--- config.mk ---
export PLATFORM = sky130hd
export DESIGN_NAME = dram_cmd_buffer_flat
export DESIGN_NICKNAME = d
export VERILOG_FILES = /design/src/rtl/dram_cmd_buffer_if.sv /design/src/rtl/dram_cmd_buffer.sv /design/src/flat_wrapper.sv
export SDC_FILE = /design/constraint.sdc
export NUM_CORES = 1
export LEC_CHECK = 0
export CORE_UTILIZATION = 51
export CTS_CLUSTER_DIAMETER = 60
export DETAILED_ROUTE_END_ITERATION = 12
export PLACE_DENSITY_LB_ADDON = 0.12
export SLEW_MARGIN = 20
export SYNTH_ARGS = -nofsm -noshare
export SYNTH_HDL_FRONTEND = slang
export SYNTH_SLANG_ARGS = --single-unit
--- constraint.sdc ---
create_clock -name clock -period 7.3 [get_ports clock]
set_input_delay 0.73 -clock clock [delete_from_list [all_inputs] [get_ports clock]]
set_output_delay 0.73 -clock clock [all_outputs]
set_load 0.02 [all_outputs]
--- src/rtl/dram_cmd_buffer_if.sv ---
// Core-side request/response and DRAM-wrapper command/read-return signals of dram_cmd_buffer.
// The slave modport is the buffer's view; master is the view of whoever drives it.
interface dram_cmd_buffer_if #(
  parameter int APP_ADDR_WIDTH = 28,
  parameter int APP_DATA_WIDTH = 128,
  parameter int APP_MASK_WIDTH = 16
);
  // core side
  logic                      i_ren;
  logic                      i_wen;
  logic [APP_ADDR_WIDTH-2:0] i_addr;
  logic [APP_DATA_WIDTH-1:0] i_wdata;
  logic [APP_MASK_WIDTH-1:0] i_wmask;
  logic                      o_busy;
  logic [APP_DATA_WIDTH-1:0] o_rdata;
  logic                      o_rdata_valid;
  // DRAM wrapper side
  logic                      o_dram_ren;
  logic                      o_dram_wen;
  logic [APP_ADDR_WIDTH-2:0] o_dram_addr;
  logic [APP_DATA_WIDTH-1:0] o_dram_wdata;
  logic [APP_MASK_WIDTH-1:0] o_dram_wmask;
  logic                      i_dram_busy;
  logic                      i_dram_init_calib_complete;
  logic [APP_DATA_WIDTH-1:0] i_dram_rdata;
  logic                      i_dram_rdata_valid;
  logic                      o_err;

  modport slave (
    input  i_ren, i_wen, i_addr, i_wdata, i_wmask,
    input  i_dram_busy, i_dram_init_calib_complete, i_dram_rdata, i_dram_rdata_valid,
    output o_busy, o_rdata, o_rdata_valid,
    output o_dram_ren, o_dram_wen, o_dram_addr, o_dram_wdata, o_dram_wmask,
    output o_err
  );

  modport master (
    output i_ren, i_wen, i_addr, i_wdata, i_wmask,
    output i_dram_busy, i_dram_init_calib_complete, i_dram_rdata, i_dram_rdata_valid,
    input  o_busy, o_rdata, o_rdata_valid,
    input  o_dram_ren, o_dram_wen, o_dram_addr, o_dram_wdata, o_dram_wmask,
    input  o_err
  );
endinterface

--- src/rtl/dram_cmd_buffer.sv ---
// In-order command FIFO between the core and the DRAM wrapper: gates issue on calibration,
// limits outstanding reads to MAX_RD, and registers read data back to the core.
module dram_cmd_buffer #(
  parameter int APP_ADDR_WIDTH = 28,
  parameter int APP_DATA_WIDTH = 128,
  parameter int APP_MASK_WIDTH = 16,
  parameter int DEPTH          = 4,
  parameter int MAX_RD         = 4
) (
  input  logic               clock,
  input  logic               resetn,
  dram_cmd_buffer_if.slave   bus
);

  localparam int          PW       = $clog2(DEPTH);
  localparam logic [3:0]  MAX_RD_C = 4'(MAX_RD);

  typedef struct packed {
    logic                      is_write;
    logic [APP_ADDR_WIDTH-2:0] addr;
    logic [APP_DATA_WIDTH-1:0] wdata;
    logic [APP_MASK_WIDTH-1:0] wmask;
  } entry_t;

  entry_t                    r_mem [DEPTH];
  logic [PW:0]               r_wr_ptr;
  logic [PW:0]               r_rd_ptr;
  logic [3:0]                r_rd_cnt;
  logic [APP_DATA_WIDTH-1:0] r_rdata;
  logic                      r_rdata_valid;
  logic                      r_err;

  logic   w_full, w_empty, w_calib, w_busy;
  logic   w_req, w_push, w_pop;
  logic   w_issue_rd, w_issue_wr;
  logic   w_rd_inc, w_rd_dec, w_err_set;
  entry_t w_head, w_new;

  assign w_calib = bus.i_dram_init_calib_complete;
  assign w_empty = (r_wr_ptr == r_rd_ptr);
  assign w_full  = (r_wr_ptr[PW] != r_rd_ptr[PW]) && (r_wr_ptr[PW-1:0] == r_rd_ptr[PW-1:0]);
  assign w_busy  = w_full | ~w_calib;

  assign w_req   = bus.i_ren | bus.i_wen;
  assign w_push  = w_req & ~w_busy;
  // A simultaneous read+write request keeps the write and drops the read.
  assign w_new   = '{is_write: bus.i_wen, addr: bus.i_addr, wdata: bus.i_wdata, wmask: bus.i_wmask};

  assign w_head     = r_mem[r_rd_ptr[PW-1:0]];
  assign w_issue_wr = ~w_empty & w_calib & w_head.is_write;
  assign w_issue_rd = ~w_empty & w_calib & ~w_head.is_write & (r_rd_cnt < MAX_RD_C);
  assign w_pop      = (w_issue_rd | w_issue_wr) & ~bus.i_dram_busy;

  assign w_rd_inc  = w_issue_rd & ~bus.i_dram_busy;
  assign w_rd_dec  = bus.i_dram_rdata_valid & (r_rd_cnt != 4'd0);
  assign w_err_set = (bus.i_ren & bus.i_wen) | (w_req & w_busy) |
                     (bus.i_dram_rdata_valid & (r_rd_cnt == 4'd0));

  // NOTE: the storage array has no reset; validity comes solely from the pointers,
  // which keeps the RAM free of reset fan-out.
  always_ff @(posedge clock) begin
    if (w_push) r_mem[r_wr_ptr[PW-1:0]] <= w_new;
  end

  // NOTE: all state uses non-blocking assignments so every register samples pre-edge values.
  always_ff @(posedge clock or negedge resetn) begin
    if (!resetn) begin
      r_wr_ptr      <= '0;
      r_rd_ptr      <= '0;
      r_rd_cnt      <= '0;
      r_rdata       <= '0;
      r_rdata_valid <= 1'b0;
      r_err         <= 1'b0;
    end else begin
      if (w_push) r_wr_ptr <= r_wr_ptr + 1'b1;
      if (w_pop)  r_rd_ptr <= r_rd_ptr + 1'b1;

      case ({w_rd_inc, w_rd_dec})
        2'b10:   r_rd_cnt <= r_rd_cnt + 4'd1;
        2'b01:   r_rd_cnt <= r_rd_cnt - 4'd1;
        default: r_rd_cnt <= r_rd_cnt;
      endcase

      r_rdata_valid <= bus.i_dram_rdata_valid;
      if (bus.i_dram_rdata_valid) r_rdata <= bus.i_dram_rdata;

      if (w_err_set) r_err <= 1'b1;
    end
  end

  assign bus.o_busy        = w_busy;
  assign bus.o_rdata       = r_rdata;
  assign bus.o_rdata_valid = r_rdata_valid;
  assign bus.o_dram_ren    = w_issue_rd;
  assign bus.o_dram_wen    = w_issue_wr;
  assign bus.o_dram_addr   = w_head.addr;
  assign bus.o_dram_wdata  = w_head.wdata;
  assign bus.o_dram_wmask  = w_head.wmask;
  assign bus.o_err         = r_err;

endmodule

--- src/flat_wrapper.sv ---
// flat-port wrapper written by rule: the top's interface ports become plain ports
module dram_cmd_buffer_flat 
#(
  parameter int APP_ADDR_WIDTH = 28,
  parameter int APP_DATA_WIDTH = 128,
  parameter int APP_MASK_WIDTH = 16,
  parameter int DEPTH          = 4,
  parameter int MAX_RD         = 4
)
  (clock, resetn, bus_i_ren, bus_i_wen, bus_i_addr, bus_i_wdata, bus_i_wmask, bus_i_dram_busy, bus_i_dram_init_calib_complete, bus_i_dram_rdata, bus_i_dram_rdata_valid, bus_o_busy, bus_o_rdata, bus_o_rdata_valid, bus_o_dram_ren, bus_o_dram_wen, bus_o_dram_addr, bus_o_dram_wdata, bus_o_dram_wmask, bus_o_err);
  dram_cmd_buffer_if #(.APP_ADDR_WIDTH(APP_ADDR_WIDTH), .APP_DATA_WIDTH(APP_DATA_WIDTH), .APP_MASK_WIDTH(APP_MASK_WIDTH)) bus_i ();
  input  logic clock;
  input  logic resetn;
  input wire logic [$bits(bus_i.i_ren)-1:0] bus_i_ren;
  input wire logic [$bits(bus_i.i_wen)-1:0] bus_i_wen;
  input wire logic [$bits(bus_i.i_addr)-1:0] bus_i_addr;
  input wire logic [$bits(bus_i.i_wdata)-1:0] bus_i_wdata;
  input wire logic [$bits(bus_i.i_wmask)-1:0] bus_i_wmask;
  input wire logic [$bits(bus_i.i_dram_busy)-1:0] bus_i_dram_busy;
  input wire logic [$bits(bus_i.i_dram_init_calib_complete)-1:0] bus_i_dram_init_calib_complete;
  input wire logic [$bits(bus_i.i_dram_rdata)-1:0] bus_i_dram_rdata;
  input wire logic [$bits(bus_i.i_dram_rdata_valid)-1:0] bus_i_dram_rdata_valid;
  output wire logic [$bits(bus_i.o_busy)-1:0] bus_o_busy;
  output wire logic [$bits(bus_i.o_rdata)-1:0] bus_o_rdata;
  output wire logic [$bits(bus_i.o_rdata_valid)-1:0] bus_o_rdata_valid;
  output wire logic [$bits(bus_i.o_dram_ren)-1:0] bus_o_dram_ren;
  output wire logic [$bits(bus_i.o_dram_wen)-1:0] bus_o_dram_wen;
  output wire logic [$bits(bus_i.o_dram_addr)-1:0] bus_o_dram_addr;
  output wire logic [$bits(bus_i.o_dram_wdata)-1:0] bus_o_dram_wdata;
  output wire logic [$bits(bus_i.o_dram_wmask)-1:0] bus_o_dram_wmask;
  output wire logic [$bits(bus_i.o_err)-1:0] bus_o_err;
  assign bus_i.i_ren = bus_i_ren;
  assign bus_i.i_wen = bus_i_wen;
  assign bus_i.i_addr = bus_i_addr;
  assign bus_i.i_wdata = bus_i_wdata;
  assign bus_i.i_wmask = bus_i_wmask;
  assign bus_i.i_dram_busy = bus_i_dram_busy;
  assign bus_i.i_dram_init_calib_complete = bus_i_dram_init_calib_complete;
  assign bus_i.i_dram_rdata = bus_i_dram_rdata;
  assign bus_i.i_dram_rdata_valid = bus_i_dram_rdata_valid;
  assign bus_o_busy = bus_i.o_busy;
  assign bus_o_rdata = bus_i.o_rdata;
  assign bus_o_rdata_valid = bus_i.o_rdata_valid;
  assign bus_o_dram_ren = bus_i.o_dram_ren;
  assign bus_o_dram_wen = bus_i.o_dram_wen;
  assign bus_o_dram_addr = bus_i.o_dram_addr;
  assign bus_o_dram_wdata = bus_i.o_dram_wdata;
  assign bus_o_dram_wmask = bus_i.o_dram_wmask;
  assign bus_o_err = bus_i.o_err;
  dram_cmd_buffer #(.APP_ADDR_WIDTH(APP_ADDR_WIDTH), .APP_DATA_WIDTH(APP_DATA_WIDTH), .APP_MASK_WIDTH(APP_MASK_WIDTH), .DEPTH(DEPTH), .MAX_RD(MAX_RD)) u_core (.clock(clock), .resetn(resetn), .bus(bus_i));
endmodule
==> flow_summary.ini <==
[floorplanning]
floorplan.initialDensity_pct = 52.1
ios = 610
fp.coreArea_um2 = 58100
dieArea_um2 = 60300
dieWidth_um = 246
die_h_um = 246
row_count = 88

[yosys]
syn-num-nets = 1550
synthTopCellsByCount = 688 x edfxtp_1, 172 x mux4_2, 140 x dfrtp_1, 129 x mux2_2, 21 x buf_2
synth.avg_cell_area_um2 = 24.5
synthMostInstantiatedCell = edfxtp_1
mappedNetlistArea_um2 = 30300
netlist_top_cells_area = edfxtp_1 68%, mux4_2 13%, dfrtp_1 12%
synth.distinct_cells = 34
yosys_warnings = 0
async_reset_ff_share_pct = 16.9
synth_seq_area_share_pct = 79.8
synth_edf_count = 688
synth_top_area_cell = edfxtp_1
synth_flop_cell = edfxtp_1
yosys_register_bits = 828
synth_top_area_share_pct = 68.3
synth_cells = 1236

[critical_path]
cp-end-kind = output pin
crit_required_ns = 6.57
worstSetupPathType = register to output pin
slowest_stage = buf_4
reg2reg_from = u_core.r_rd_ptr[0]$_DFFE_PN0P_
arrival_ns = 3.74
crit_family = buffers and inverters
cp-start-kind = register
startpoint = u_core.r_rd_ptr[0]$_DFFE_PN0P_
worst-path-buf-inv = 3
path_cells = buf_4 -> buf_4 -> mux4_2 -> clkdlybuf4s50_1
max_stage_delay_ns = 0.65
critPathMostFrequentCell = buf_4
critPathMaxFanout = 37

[placement]
port_buffers = 609
post-place-ws_ns = 3.35
placed_cell_area_um2 = 37200
gp_congestion = 0.796
hpwl_mm = 47.0
placedCellCount = 2573

[timing]
finalMaxSlewViolations = 0
skew_ns = 0.0171
worst_pin_slew_ns = 1.07
slew_headroom_pct = 28.4
grt_setup_unrepaired = no
worst_slack_ns = 2.83
fin_crit_ns = 4.47
hold_viol_final = 0
finalCritPeriodShare_pct = 61.3
fin_setup_tns_ns = 0
fmax_mhz = 224
setup_violations = 0
whs_ns = 0.184

[run]
max_cap_violations = 0

[global_route]
grt_use_total_pct = 23.8
grt_pass1_wl_mm = 104
grt_antenna_before_repair = 16
grt_max_degree = 102
grt_pass1_vias = 16100
grt.overflow.total = 0

[final_layout]
post_layout_nonfiller_instances = 2736
syn_to_final_growth_pct = 31.8
fill_cells = 3710
fin_area_um2 = 39900
nNetsFinal = 2208
layout-drive-gt1-share_pct = 22.8
multi_input_area_um2 = 5780
regArea_um2 = 24200
final_util_pct = 68.6

[pwr]
ir_worst_vdd_v = 0.000303
power_mw = 15.5
leakage_nw = 13.5
power_density_nw_per_um2 = 388

[clock_network]
post_cts_buffers = 0
root_buffer = clkbuf_16
clk_latency_ns = 0.62
htreeDepth = 3
cts-buffers-inserted = 84
cts_buffer_depth = 3
clock_sinks = 828
hold_buffers = 0
clkTransAtPathRegs_ns = 0.06
cts_tree = built
cts_resized = 0

[detailed_routing]
dr.pass1.iters = 5
dr_total_vias = 15000
routed_wire_length_per_instance_um = 26.0
ant_nets = 0
routed_via_density = 5.47
drt-total-wl_mm = 71.2
drtIter0Drc = 776
drc = 0

[worst_hold_path]
hp-class = input pin to asynchronous set/reset pin

[outcome]
run_status = finished clean
==> sequential cells by signal, summed over array words and instances, names as in the netlist <==
| register | count |
|---|---|
| u_core.r_rd_ptr | 3 |
| u_core.r_wr_ptr | 3 |
| u_core.bus.o_rdata_valid | 1 |
| u_core.bus.o_err | 1 |
| u_core.bus.o_rdata | 128 |
| u_core.r_mem | 688 |
| u_core.r_rd_cnt | 4 |
==> cells by family (layout without fill, tap and decap cells) <==
family | count (synthesis) | in the layout | share of synthesized area, %
buffers and inverters | 54 | 782 | 1.09
AND/OR/NAND/NOR | 21 | 21 | 0.496
adder cells (fa/ha/maj) | 8 | 8 | 0.331
multiplexers | 302 | 302 | 17.6
other | 0 | 7 | 0
XOR/XNOR | 13 | 13 | 0.376
flip-flops | 828 | 828 | 79.8
AO/OA/AOI/OAI | 10 | 10 | 0.227
==> layer usage <==
metal | vias up | global-route usage (%) | wire (µm)
met5 | - | 0 | 122
met4 | 18 | 6.47 | 1830
met3 | 127 | 8.79 | 5910
met2 | 520 | 41.3 | 37700
met1 | 7806 | 27.9 | 25600
li1 | 6494 | - | -
==> cells in the final DEF (no fill, tap or decap), types with 2 or more instances in the layout <==
cell	count
clkbuf_1	16
dfrtp_4	2
nor2_1	2
mux2_2	129
edfxtp_1	688
dfrtp_1	138
xnor2_1	3
clkbuf_8	4
and2_4	4
bufinv_16	8
buf_4	11
clkinv_2	14
nand2_1	2
inv_1	2
clkbuf_16	84
inv_6	2
nor2b_1	3
xor2_1	10
ha_1	8
o21ai_0	4
a21oi_1	2
clkinv_8	3
clkinv_1	23
clkdlybuf4s50_1	607
clkinv_4	2
mux4_2	172
diode_2	7
buf_12	5
==> where the power goes <==
group	internal (mW)	total, mW	switching (mW)
clock network	2.44	4.17	1.72
registers	5.97	6.25	0.275
logic	2.41	5.06	2.65
total	10.8	15.5	4.64
==> area by class of cell <==
class	count	share of cell area, %
multi-input combinational	354	14.5
clock buffer	104	5.56
antenna	7	0.0439
clock inverter	52	1.20
sequential	828	60.6
tap	765	2.40
inverter	2	0.0188
timing repair buffer	624	15.7
==> path summary, 6_finish.rpt <==
check / endpoint / slack (ns) / cells past startpoint
setup reg to reg: u_core.r_mem[2][25]$_DFFE_PP_ / 3.57 / 5
hold / removal: u_core.bus.o_rdata[50]$_DFFE_PN0P_ / 0.18 / 1
min in group clock: u_core.bus.o_rdata[19]$_DFFE_PN0P_ / 0.51 / 1
max in group asynchronous: u_core.bus.o_rdata[44]$_DFFE_PN0P_ / 5.79 / 2
setup / recovery: bus_o_dram_wdata[46] / 2.83 / 4
hold reg to reg: u_core.bus.o_rdata[19]$_DFFE_PN0P_ / 0.51 / 1
Power figures use the tool's default switching activity.
==> variant, RTL diff (same settings) <==
`APP_MASK_WIDTH` is set to 16 in 3 places; all go to 32.
--- a/src/rtl/dram_cmd_buffer_if.sv
+++ b/src/rtl/dram_cmd_buffer_if.sv
@@ -3,7 +3,7 @@
 interface dram_cmd_buffer_if #(
   parameter int APP_ADDR_WIDTH = 28,
   parameter int APP_DATA_WIDTH = 128,
-  parameter int APP_MASK_WIDTH = 16
+  parameter int APP_MASK_WIDTH = 32
 );
   // core side
   logic                      i_ren;
--- a/src/rtl/dram_cmd_buffer.sv
+++ b/src/rtl/dram_cmd_buffer.sv
@@ -3,7 +3,7 @@
 module dram_cmd_buffer #(
   parameter int APP_ADDR_WIDTH = 28,
   parameter int APP_DATA_WIDTH = 128,
-  parameter int APP_MASK_WIDTH = 16,
+  parameter int APP_MASK_WIDTH = 32,
   parameter int DEPTH          = 4,
   parameter int MAX_RD         = 4
 ) (
--- a/src/flat_wrapper.sv
+++ b/src/flat_wrapper.sv
@@ -3,7 +3,7 @@
 #(
   parameter int APP_ADDR_WIDTH = 28,
   parameter int APP_DATA_WIDTH = 128,
-  parameter int APP_MASK_WIDTH = 16,
+  parameter int APP_MASK_WIDTH = 32,
   parameter int DEPTH          = 4,
   parameter int MAX_RD         = 4
 )
Interface: changed (resized bus_i_wmask and bus_o_dram_wmask); port bits go from 610 to 642. The function was not compared with the original's and may differ.
==> variant against the original RTL <==
Die area increased by 7.2%. Sequential cell count increased by 64. Total power increased by 7.2%. Largest power group unchanged. Count of clock-buffer cells in the layout increased by 3. First-iteration DRC count increased by 15%. Setup slack got worse by 0.057 ns. Synthesized area increased by 7.3%. Synthesized cell count increased by 6.8%. Final area increased by 7.0%. Sequential share of layout area increased by 0.53 points. Routed wire length increased by 7.2%. Sequential power increased by 8.3%. Via count increased by 6.9%. Worst hold slack got worse by 0.051 ns. Largest cell class unchanged.
==> variant: results (changes against the original RTL) <==
- DP Wirelength: 49,800 um (was 47,000 um)
- Hold crit path type: in -> async (unchanged)
- Via count: 16.0k (was 15.0k)
- Largest net degree at the start of global routing: 155 (was 102)
- R2R Setup Slk: 3.82 ns (was 3.57 ns)
- Final Skew: 0.0263 ns (was 0.0171 ns)
- Top cells by count, synth: edfxtp_1, mux4_2, dfrtp_1, mux2_2, buf_2 (unchanged)
- Cts bufs inserted: 90 (was 84)
- 1st-pass router iterations: 5 (unchanged)
- Gpl congestion: 0.827 (was 0.796)
- Port buffer count: 641 (was 609)
- Layout cells sized above 1: 22.7% (was 22.8%)
- Lkg Pwr: 14.4 nW (was 13.5 nW)
- Nets: 2,341 (was 2,208)
- Status: completed (unchanged)
- Maximum VDD drop: 0.000335 V (was 0.000303 V)
- Count of cell types in the netlist: 33 (was 34)
- Flip-flop count of the largest register after layout: 752 (was 688)
- Iteration-0 DRC count of the detailed router: 891 (was 776)
- Synth top area cells: edfxtp_1, mux4_2, dfrtp_1 (unchanged)
- Slew margin rel.: 27.4% (was 28.4%)
- Vias in the first global route: 16.9k (was 16.1k)
- Max stage delay on crit path: 0.96 ns (was 0.65 ns)
- Critical-path top delay cell: dfrtp_4 (was buf_4)
- CTS Root Cell: clkbuf_16 (unchanged)
- Setup WS pre-CTS: 3.39 ns (was 3.35 ns)
- Wire length per cell: 26.0 um (about the same)
- DP Area: 39,900 sq um (was 37,200 sq um)
- Fraction of registers with async set/reset: 15.7% (was 16.9%)
- CP Max Fanout: 110 (was 37)
- All-Layer GR Usage: 23.6% (was 23.8%)
- Crit path DAT: 3.80 ns (was 3.74 ns)
- Synthesized Nets: 1,650 (was 1,550)
- Fmax: 0.221 GHz (was 0.224 GHz)
- First-pass GRT wire length: 110,000 um (was 104,000 um)
- Number of enable flip-flop cells after synthesis: 752 (was 688)
- Fraction of the yosys area taken by sequential cells: 80.3% (was 79.8%)
- Initial antenna violation count: 12 (was 16)
-- variant: path summary, 6_finish.rpt --
path / cells past startpoint / to
worst max-delay path: 3 / bus_o_dram_wmask[1]
worst min-delay path: 1 / u_core.bus.o_rdata[62]
worst max register to register: 4 / u_core.r_mem[1][88]
worst min register to register: 1 / u_core.bus.o_rdata[18]
max in group asynchronous: 2 / u_core.r_rd_ptr[0]
min in group clock: 1 / u_core.bus.o_rdata_valid
-- variant: layout make-up --
cell class | instances | area (sq um)
Fill cell | 4094 | 20300
Multi-Input combinational cell | 370 | 6130
Timing Repair Buffer | 655 | 6600
Antenna cell | 6 | 15.0
Inverter | 2 | 7.51
Sequential cell | 892 | 26100
Clock inverter | 56 | 400
Tap cell | 846 | 1060
Clock buffer | 107 | 2400
-- variant: power by group --
group	total, W	internal, W	switching [W]	leakage, nW
Combinational	0.00546	0.00260	0.00286	4.49
Clock	0.00434	0.00248	0.00186	1.38
Sequential	0.00677	0.00645	0.000325	8.49
-- variant: metal layers --
layer | part of all wire (%) | routed length (um) | global-route usage (%)
met2 | 53 | 40400 | 40.5
met5 | 0.12 | 90 | 0
met1 | 37 | 28500 | 28.9
met3 | 7.3 | 5600 | 7.16
met4 | 2.2 | 1660 | 6.92
-- variant: cell families after synthesis --
kind of cell | share of synthesized area, %
xor+xnor | 0.351
compound gates | 0.212
fa+ha+maj | 0.308
mux | 17.6
buf+inv | 0.828
flops | 80.3
simple gates | 0.428
-- variant: through the flow --
| stage | hold WS [ns] | std cells |
|---|---|---|
| 2_1_floorplan | 0.434 | 1320 |
| 3_3_place_gp | 0.475 | 2765 |
| 3_5_place_dp | 0.495 | 2765 |
| 4_1_cts | 0.119 | 2928 |
| 5_1_grt | 0.151 | 2933 |
| 6_report | 0.133 | 2934 |
-- variant: worst reg2reg max path, stage by stage, from the launching register on --
cell and delay [ns]:
dfrtp_4 0.96, xor2_1 0.36, o311a_1 0.35, and2_4 0.53
buf_4 0.78
